==> src/rtl/microtile_pwm_pkg.sv <==
// microtile_pwm_pkg: shared constants and the ui_in control-word layout for the
// microtile PWM bank.
package microtile_pwm_pkg;

  localparam int MAX_CHANNELS = 8;
  localparam int MAX_WIDTH    = 8;

  localparam int UI_STB_BIT = 7;
  localparam int UI_SEL_LSB = 4;
  localparam int UI_SEL_MSB = 6;
  localparam int UI_NIB_MSB = 3;

  localparam int SEL_W = UI_SEL_MSB - UI_SEL_LSB + 1;
  localparam int NIB_W = UI_NIB_MSB + 1;

  // Decoded view of the 8-bit control word.
  typedef struct packed {
    logic             stb;
    logic [SEL_W-1:0] sel;
    logic [NIB_W-1:0] nib;
  } ui_word_t;

  // Split a raw control word into its fields.
  function automatic ui_word_t decode_ui(input logic [7:0] raw);
    ui_word_t w;
    w.stb = raw[UI_STB_BIT];
    w.sel = raw[UI_SEL_MSB:UI_SEL_LSB];
    w.nib = raw[UI_NIB_MSB:0];
    return w;
  endfunction

endpackage

==> src/rtl/microtile_pwm_channel.sv <==
// microtile_pwm_channel: one PWM lane. Holds the shadow duty written through
// ui_in, the active duty used by the comparator, and the registered output.
// The active duty only changes on the wrap edge, so a period is never cut short.
module microtile_pwm_channel
  import microtile_pwm_pkg::*;
#(
  parameter int WIDTH = 4
) (
  input  logic             clk,
  input  logic             rst_n,
  input  logic             ena,
  input  logic             wr_en,
  input  logic [NIB_W-1:0] nib,
  input  logic             wrap,
  input  logic [WIDTH-1:0] cnt,
  output logic             pwm
);

  logic [WIDTH-1:0] shadow;
  logic [WIDTH-1:0] active;
  logic [WIDTH-1:0] shadow_next;

  // Narrow duties load directly; wide duties shift in one nibble per write,
  // so the MS nibble goes first and the LS nibble last.
  generate
    if (WIDTH > NIB_W) begin : g_shift
      assign shadow_next = {shadow[WIDTH-NIB_W-1:0], nib};
    end else begin : g_direct
      assign shadow_next = nib[WIDTH-1:0];
    end
  endgenerate

  // Shadow duty register, updated by strobe writes addressed to this lane.
  always_ff @(posedge clk or negedge rst_n) begin
    if (!rst_n) begin
      shadow <= '0;
    end else if (wr_en) begin
      shadow <= shadow_next;
    end
  end

  // Active duty takes the pre-write shadow on the wrap edge.
  always_ff @(posedge clk or negedge rst_n) begin
    if (!rst_n) begin
      active <= '0;
    end else if (wrap) begin
      active <= shadow;
    end
  end

  // Registered comparator; full-scale duty still leaves one low cycle.
  always_ff @(posedge clk or negedge rst_n) begin
    if (!rst_n) begin
      pwm <= 1'b0;
    end else if (ena) begin
      pwm <= (cnt < active);
    end
  end

endmodule

==> src/rtl/microtile_pwm_bank.sv <==
// microtile_pwm_bank: multi-channel PWM tile behind the ui_in/uo_out pins.
// Holds the shared period counter, strobe edge detect, optional input
// synchroniser and output packing; each lane lives in microtile_pwm_channel.
// Build option: define MICROTILE_PWM_SYNC_EN to pass ui_in through a two-flop
// synchroniser before decode (write lands two edges later).
module microtile_pwm_bank #(
  parameter int CHANNELS = 4,
  parameter int WIDTH    = 4
) (
  input  logic       clk,
  input  logic       rst_n,
  input  logic       ena,
  input  logic [7:0] ui_in,
  output logic [7:0] uo_out
);

  import microtile_pwm_pkg::*;

  // Out-of-range parameters are clamped to what the pin budget can carry.
  localparam int CH_N   = (CHANNELS > MAX_CHANNELS) ? MAX_CHANNELS : CHANNELS;
  localparam int DUTY_W = (WIDTH > MAX_WIDTH) ? MAX_WIDTH : WIDTH;

  logic [7:0]        ui_eff;
  ui_word_t          ui_w;
  logic              stb_q;
  logic              wr_fire;
  logic              wrap;
  logic [DUTY_W-1:0] cnt;
  logic [CH_N-1:0]   pwm;

`ifdef MICROTILE_PWM_SYNC_EN
  logic [7:0] ui_meta;
  logic [7:0] ui_sync;

  // Two-flop synchroniser on the whole word keeps data coherent with strobe.
  always_ff @(posedge clk or negedge rst_n) begin
    if (!rst_n) begin
      ui_meta <= '0;
      ui_sync <= '0;
    end else begin
      ui_meta <= ui_in;
      ui_sync <= ui_meta;
    end
  end

  assign ui_eff = ui_sync;
`else
  assign ui_eff = ui_in;
`endif

  assign ui_w    = decode_ui(ui_eff);
  assign wr_fire = ena && ui_w.stb && !stb_q;
  assign wrap    = ena && (cnt == {DUTY_W{1'b1}});

  // Previous strobe level; frozen with the rest of the tile when ena is low.
  always_ff @(posedge clk or negedge rst_n) begin
    if (!rst_n) begin
      stb_q <= 1'b0;
    end else if (ena) begin
      stb_q <= ui_w.stb;
    end
  end

  // Free-running period counter, wraps naturally at 2^WIDTH.
  always_ff @(posedge clk or negedge rst_n) begin
    if (!rst_n) begin
      cnt <= '0;
    end else if (ena) begin
      cnt <= cnt + 1'b1;
    end
  end

  // Lanes; a select at or above CH_N matches no lane and is dropped.
  generate
    for (genvar i = 0; i < CH_N; i++) begin : g_ch
      logic wr_en;
      assign wr_en = wr_fire && (ui_w.sel == SEL_W'(i));

      microtile_pwm_channel #(
        .WIDTH (DUTY_W)
      ) u_ch (
        .clk   (clk),
        .rst_n (rst_n),
        .ena   (ena),
        .wr_en (wr_en),
        .nib   (ui_w.nib),
        .wrap  (wrap),
        .cnt   (cnt),
        .pwm   (pwm[i])
      );
    end
  endgenerate

  // Pack lane outputs into the low pins; unused pins stay 0.
  always_comb begin
    uo_out = '0;
    uo_out[CH_N-1:0] = pwm;
  end

endmodule

==> config.mk <==
export PLATFORM = sky130hd
export DESIGN_NAME = microtile_pwm_bank
export DESIGN_NICKNAME = d
export VERILOG_FILES = /design/src/rtl/microtile_pwm_pkg.sv /design/src/rtl/microtile_pwm_channel.sv /design/src/rtl/microtile_pwm_bank.sv
export SDC_FILE = /design/constraint.sdc
export NUM_CORES = 1
export LEC_CHECK = 0
export ABC_AREA = 1
export CAP_MARGIN = 10
export CORE_MARGIN = 1
export CORE_UTILIZATION = 30
export CTS_BUF_LIST = sky130_fd_sc_hd__clkbuf_2
export DETAILED_ROUTE_END_ITERATION = 10
export SETUP_SLACK_MARGIN = 0.3
export SLEW_MARGIN = 20
export SYNTH_ARGS = -nofsm -noshare
export SYNTH_HDL_FRONTEND = slang
export SYNTH_SLANG_ARGS = --single-unit
==> constraint.sdc <==
create_clock -name clk -period 2.7 [get_ports clk]
set_input_delay 0.54 -clock clk [delete_from_list [all_inputs] [get_ports clk]]
set_output_delay 0.54 -clock clk [all_outputs]
set_load 0.03 [all_outputs]
# Word-level counts from Yosys, hierarchy flattened
# Cells that the tools add are included.
# word_totals
register_bits	41
inputBits	11
out_inout_bits	8
word_cells	32
# op_classes
n_addsub	1
magnitude_cmp	4
eq_ne	4
n_reduce_logical	9
# ops
operator	n
< comparator 4 bit	4
logical AND 1 bit	7
equality test 3 x 2 -> 1 bit (second input constant)	2
adder 4 x 1 -> 4 bit (second input constant)	1
equality test 4 bit (second input constant)	1
equality test 3 x 1 -> 1 bit (second input constant)	1
logical NOT 3 bit	1
logical NOT 1 bit	1

# Depth between registers and ports, before layout
# Gate-level depths: netlist of run 1.
# logic_depth
depth_word	3
ltp_mapped	7

# Modules after synthesis
# Synthesis of run 1 repeated with hierarchy kept, for this count alone.
# unflattened
cells_unflattened	212
hier_area_um2	2013.2
# by_module_without_submodules
mod	n_inst	cells_each	area_per_inst_um2	seq_area_each_um2
microtile_pwm_channel	4	43	416.6	225.2
microtile_pwm_bank	1	40	346.6	125.1

# Worst setup path after synthesis of run 1
# Ideal clock, no wire load.
# synth_timing
kind	input port to flip-flop
startpoint	in ena
endpoint	reg g_ch[0].u_ch.active[1]
arrival_ns	1.066
t_required_ns	2.576
setup_slack_ns	1.511
cell_stages	5
path_cell_list	buf_6 > nand4_4 > buf_2 > nor2_1 > a21oi_1
# synth_via
elab_chain_cells	1
# synth_rtl
item	line	source
start, declared	microtile_pwm_bank.sv:12	input logic ena,
logical AND 1 bit	microtile_pwm_bank.sv:53	assign wrap = ena && (cnt == {DUTY_W{1'b1}});
end signal, assigned	microtile_pwm_channel.sv:47	active <= shadow;
end, declared	microtile_pwm_channel.sv:20	logic [WIDTH-1:0] active;
# No other way between the ends.
# A chain may end at the register's enable or synchronous reset.

# Worst setup path after layout of run 1
# layout_timing
startpoint	reg g_ch[1].u_ch.pwm
endpoint	out uo_out[1]
# layout_lines
item	line	source
start, declared	microtile_pwm_channel.sv:16	output logic pwm
start signal, assigned	microtile_pwm_channel.sv:56	pwm <= (cnt < active);
end, declared	microtile_pwm_bank.sv:14	output logic [7:0] uo_out
# No word-level cell between the ends.

==> results of run 1 <==
-- layout make-up --
class / count / area (sq um)
well taps: 77 / 96.3
flip-flops and latches: 41 / 1030
clock inverters: 2 / 38.8
fillers: 693 / 4230
repair buffers: 14 / 135
multi-input cells: 156 / 831
clock buffers: 6 / 30.0
inverters: 30 / 113
-- synth_stat cells, drive strengths merged --
| cell type | n | area [sq um] |
|---|---|---|
| nand2 | 81 | 317 |
| dfrtp | 41 | 1030 |
| inv | 30 | 113 |
| nor2 | 15 | 72.6 |
| buf | 13 | 97.6 |
| ha | 13 | 163 |
| a21oi | 12 | 60.1 |
| nand3 | 12 | 60.1 |
| o21ai | 8 | 40.0 |
| nor3b | 4 | 30.0 |
| nand4 | 2 | 27.5 |
| nor3 | 2 | 20.0 |
| xor2 | 2 | 17.5 |
| conb | 1 | 3.75 |
| xnor2 | 1 | 8.76 |
-- through the flow --
| step | setup slack [ps] | util, % | power, mW | instances |
|---|---|---|---|---|
| global route | 612 | 34.9 | 2.37 | 326 |
| detailed placement | 552 | 33.9 | 1.80 | 318 |
| global placement | 633 | 33.9 | 1.76 | 318 |
| floorplan | 1510 | - | 1.60 | 240 |
| finish | 706 | 34.9 | 2.14 | 326 |
| CTS | 667 | 34.9 | 2.17 | 326 |
-- metal layers --
layer	GRT usage, %	vias to the layer above	wire length, um
met4	4.16	0	42
met5	0	-	0
met3	3.24	5	134
li1	-	749	-
met1	16.2	656	1990
met2	18.6	20	1530
-- where the power goes --
group	internal (mW)	switching (mW)
combinational	0.329	0.441
sequential	0.828	0.163
clock	0.162	0.214
-- path summary, 6_finish.rpt --
| check | startpoint | end | slack, ps |
|---|---|---|---|
| max | g_ch[1].u_ch.pwm | uo_out[1] | 710 |
| min | rst_n | g_ch[1].u_ch.active[0] | 220 |
| max reg2reg | cnt[1] | g_ch[2].u_ch.active[2] | 1110 |
| min reg2reg | g_ch[3].u_ch.pwm | g_ch[3].u_ch.pwm | 500 |
| max in group asynchronous | rst_n | g_ch[3].u_ch.active[1] | 1870 |
| min in group clk | g_ch[3].u_ch.pwm | g_ch[3].u_ch.pwm | 500 |
-- cells by family (layout without fill, tap and decap cells) --
logic type / count (synthesis) / after routing / synth area share, %
AND/OR/NAND/NOR: 116 / 116 / 25.6
other: 1 / 4 / 0.182
flip-flops: 41 / 41 / 49.9
buffers and inverters: 43 / 52 / 10.2
XOR/XNOR: 3 / 3 / 1.28
AO/OA/AOI/OAI: 20 / 20 / 4.87
adder cells (fa/ha/maj): 13 / 13 / 7.91
-- registers in the layout (all words and copies together), names as in the netlist --
register	count
g_ch.u_ch.pwm	4
g_ch.u_ch.active	16
g_ch.u_ch.shadow	16
stb_q	1
cnt	4
==> run_results.csv, run 1 <==
group,metric,value,unit
cts,clk_path_buf_depth,2,
yosys,syn_area_per_cell,8.67,sq um
power_and_ir_drop,ir_drop,0.000251,V
sta,setup_viol,0,
critical_path,critPathMaxStageDelay,670,ps
yosys,synth_cell_types,22,
sta,hold_slack,225,ps
power_and_ir_drop,p_per_area,942,nW/um^2
sta,fmax,0.501,GHz
sta,setup_tns,0,ps
sta,max_slew_margin,37.4,%
detailed_routing,wire_per_inst,11.3,um
critical_path,worst_path_max_delay_cell,"clkdlybuf4s50_1",
cts,ctsHoldBuffers,0,
detailed_routing,firstDrtPassIters,7,
critical_path,rr_worst_depth,4,
grt,grt_pass1_vias,1429,
cts,clock_latency,410,ps
grt,grt_antenna_before_repair,0,
critical_path,critPathTopFamily,"buffers and inverters",
cts,cts.sinks,41,
floorplan,die_w,84.8,um
layout,most-common-layout-cells,"nand2_1, dfrtp_1, inv_1",
sta,slew_violations,0,
layout,nNetsFinal,272,
hold_path,hp-class,"input pin to asynchronous set/reset pin",
detailed_routing,drt_iter0_markers,58,
layout,diodes,0,
cts,htreeDepth,2,
floorplan,rows,29,
yosys,synth.cell_area,2060,sq um
power_and_ir_drop,leakage,1.22,nW
critical_path,path_class,"register to output port",
cts,cts_setup_buffers,0,
layout,finalInstanceArea,2270,sq um
floorplan,ios,19,
critical_path,arrival,1450,ps
critical_path,cp.required,2160,ps
run_status,violations,"design-rule violations",
cts,clk_pin_slew_worst_paths,230,ps
cts,cts_resized,0,
critical_path,path_depth,1,
detailed_routing,vias,1430,
detailed_routing,viasPerCell,4.39,
detailed_routing,final_antenna_net_count,0,
sta,fin_crit_sh,73.9,%
yosys,yosysSeqAreaShare,49.9,%
grt,grt-ovfl-total,0,
floorplan,start_util,31.7,%
critical_path,cp_num_buf_inv,1,
yosys,synth_cells,237,
grt,grt_pass1_wl,6670,um
floorplan,fp.coreArea,6490,sq um
run_status,outcome,"finished, violations left",
layout,mostFrequentLayoutCell,"nand2_1",
cts,root_buffer,"clkbuf_2",
floorplan,die_area,7190,sq um
cts,cts_tree,"built",
sta,period_needed,1990,ps
yosys,yosys_warnings,0,
critical_path,crit_path_end_kind,"output port",
detailed_routing,drc,2,
sta,rsz0062_at_grt,"no",
placed_design,place_area,2200,sq um
grt,grt_max_degree,42,
grt,grt.total_usage,12.0,%
critical_path,cp-start-kind,"register",
layout,drive_above_1_share,7.23,%
sta,tightest_slew,939,ps
cts,cts_buffers,5,
floorplan,die_h,84.8,um
sta,finClkSkew,26.9,ps
placed_design,hpwl,2610,um
placed_design,port_buffers,14,
flow_run,drv_cap,0,
layout,area_growth,10.4,%
detailed_routing,finalWirelength,3700,um
placed_design,gp_congestion,0.700,
critical_path,path_max_fanout,2,
sta,hold_viol,0,
critical_path,cp_cell_sequence,"clkdlybuf4s50_1",
yosys,ys_seq_elements,41,
No activity file was read; power rests on OpenSTA's default activity.
==> inputs of run 2 (changes only) <==
==> constraint.sdc (replaced) <==
create_clock -name clk -period 1.7 [get_ports clk]
set_input_delay 0.34 -clock clk [delete_from_list [all_inputs] [get_ports clk]]
set_output_delay 0.34 -clock clk [all_outputs]
set_load 0.03 [all_outputs]
==> run 2 against run 1 <==
The flow still finishes with violations (design-rule violations). Clock-buffer cell count decreased by 1. Register-to-register slack got worse by 700 ps. Global-route usage is 0.19 points lower. Sequential share of layout area is 1.6 points lower. Power rose by 55%. Setup slack worse by 330 ps. Die area unchanged. Largest cell class unchanged.
==> run_results.csv, run 2 (synthesized netlist as in run 1, its figures left out) <==
group,metric,value,unit
floorplan,ios,19,
floorplan,die_h,84.8,um
critical_path,critPathTopFamily,"flip-flops",
placed_design,gp_congestion,0.712,
layout,register_area,1030,sq um
sta,finClkSkew,17.0,ps
grt,grt_max_degree,42,
layout,diodes,0,
critical_path,r2r-start,"cnt[0]",
detailed_routing,viasPerCell,4.29,
layout,nNetsFinal,284,
grt,grt.total_usage,11.8,%
grt,grt-ovfl-total,0,
cts,clk_path_buf_depth,2,
sta,fin_crit_sh,78.1,%
critical_path,rr_worst_depth,5,
grt,grt_antenna_before_repair,0,
critical_path,reg2reg_slack,410,ps
layout,biggestRegsByFlops,"g_ch.u_ch.active (16), g_ch.u_ch.shadow (16)",
floorplan,rows,29,
layout,fin_util,36.3,%
sta,setup_viol,0,
power_and_ir_drop,total_power,3.32,mW
critical_path,path_depth,1,
sta,hold_slack,411,ps
floorplan,die_area,7190,sq um
critical_path,cp_num_buf_inv,1,
flow_run,drv_cap,0,
cts,htreeDepth,2,
floorplan,start_util,31.7,%
power_and_ir_drop,p_per_area,1410,nW/um^2
run_status,violations,"design-rule violations",
sta,setup_tns,0,ps
cts,clk_pin_slew_worst_paths,210,ps
sta,hold_viol,0,
layout,mostFrequentLayoutCell,"nand2_1",
run_status,outcome,"finished, violations left",
layout,drive_above_1_share,12.3,%
placed_design,dp.cells,326,
critical_path,critPathLaunch,"g_ch[1].u_ch.pwm",
sta,rsz0062_at_grt,"yes",
cts,clock_latency,390,ps
detailed_routing,wire_per_inst,11.1,um
power_and_ir_drop,ir_drop,0.000358,V
detailed_routing,finalWirelength,3760,um
critical_path,r2r_end,"g_ch[0].u_ch.active[2]",
cts,cts.sinks,41,
critical_path,critPathMaxStageDelay,450,ps
sta,fmax,0.753,GHz
layout,most-common-layout-cells,"nand2_1, dfrtp_1, inv_1",
critical_path,path_max_fanout,2,
sta,period_needed,1330,ps
critical_path,endpoint,"uo_out[1]",
placed_design,hpwl,2720,um
power_and_ir_drop,leakage,1.27,nW
grt,grt_pass1_vias,1386,
detailed_routing,final_antenna_net_count,0,
hold_path,hp-class,"input pin to asynchronous set/reset pin",
detailed_routing,drc,2,
grt,grt_pass1_wl,6470,um
sta,slew_violations,0,
layout,multi_input_area,831,sq um
detailed_routing,drt_iter0_markers,110,
critical_path,cp_cell_sequence,"buf_6",
layout,fillerInstances,689,
placed_design,port_buffers,14,
detailed_routing,firstDrtPassIters,7,
cts,root_buffer,"clkbuf_2",
cts,cts_tree,"built",
layout,area_growth,14.5,%
critical_path,path_class,"register to output port",
critical_path,arrival,990,ps
critical_path,crit_path_end_kind,"output port",
cts,cts_buffers,5,
floorplan,fp.coreArea,6490,sq um
critical_path,cp.required,1360,ps
detailed_routing,vias,1449,
critical_path,worst_path_max_delay_cell,"dfrtp_1",
floorplan,die_w,84.8,um
critical_path,cp-start-kind,"register",
layout,final_cell_count_no_fill,338,
## run 2: cell types whose count changed in the layout (fill, tap and decap cells not counted), sizes merged
cell,previous run,this run
dlygate4sd3,0,1
clkdlybuf4s50,13,9
clkinv,1,3
buf,1,16
clkbuf,6,5
bufinv,1,0
## run 2: area by class of cell
type | instances | area share [%]
timing repair buffer | 26 | 10.6
sequential | 41 | 43.6
inverter | 30 | 4.78
clock buffer | 5 | 1.06
clock inverter | 3 | 0.531
tap | 77 | 4.09
multi-input combinational | 156 | 35.3
## run 2: layer usage
metal / up-vias / wire, um / global-route usage, %
li1: 772 / - / -
met1: 648 / 2010 / 16.7
met2: 25 / 1580 / 16.7
met3: 4 / 135 / 4.13
met4: 0 / 34 / 3.85
met5: - / 0 / 0
## run 2: repair_timing
action,CTS,global route
buffers inserted,0,3
endpoints found under the setup margin,4,8
endpoints found under the hold margin,41,0
hold buffers,1,0
gates resized for setup,20,11
## run 2: stage by stage
stage	instance area [sq um]	setup slack [ps]
3_3_place_gp	2290	61.0
3_5_place_dp	2290	44.5
5_1_grt	2350	281
4_1_cts	2310	330
2_1_floorplan	2070	530
6_report	2350	372
## run 2: power breakdown
group	internal [mW]	switching (mW)	total, mW
clock network	0.0903	0.313	0.403
registers	1.32	0.242	1.56
logic	0.600	0.756	1.36
total	2.01	1.31	3.32
## run 2: worst min path at each step
stage,slack [ps],startpoint,cells after the start,end
detailed placement,330,rst_n,2,cnt[1]
CTS,400,rst_n,3,cnt[1]
global route,360,rst_n,3,g_ch[0].u_ch.active[0]
global placement,330,rst_n,2,cnt[1]
finish,410,rst_n,3,cnt[0]
floorplan,40,rst_n,0,cnt[0]
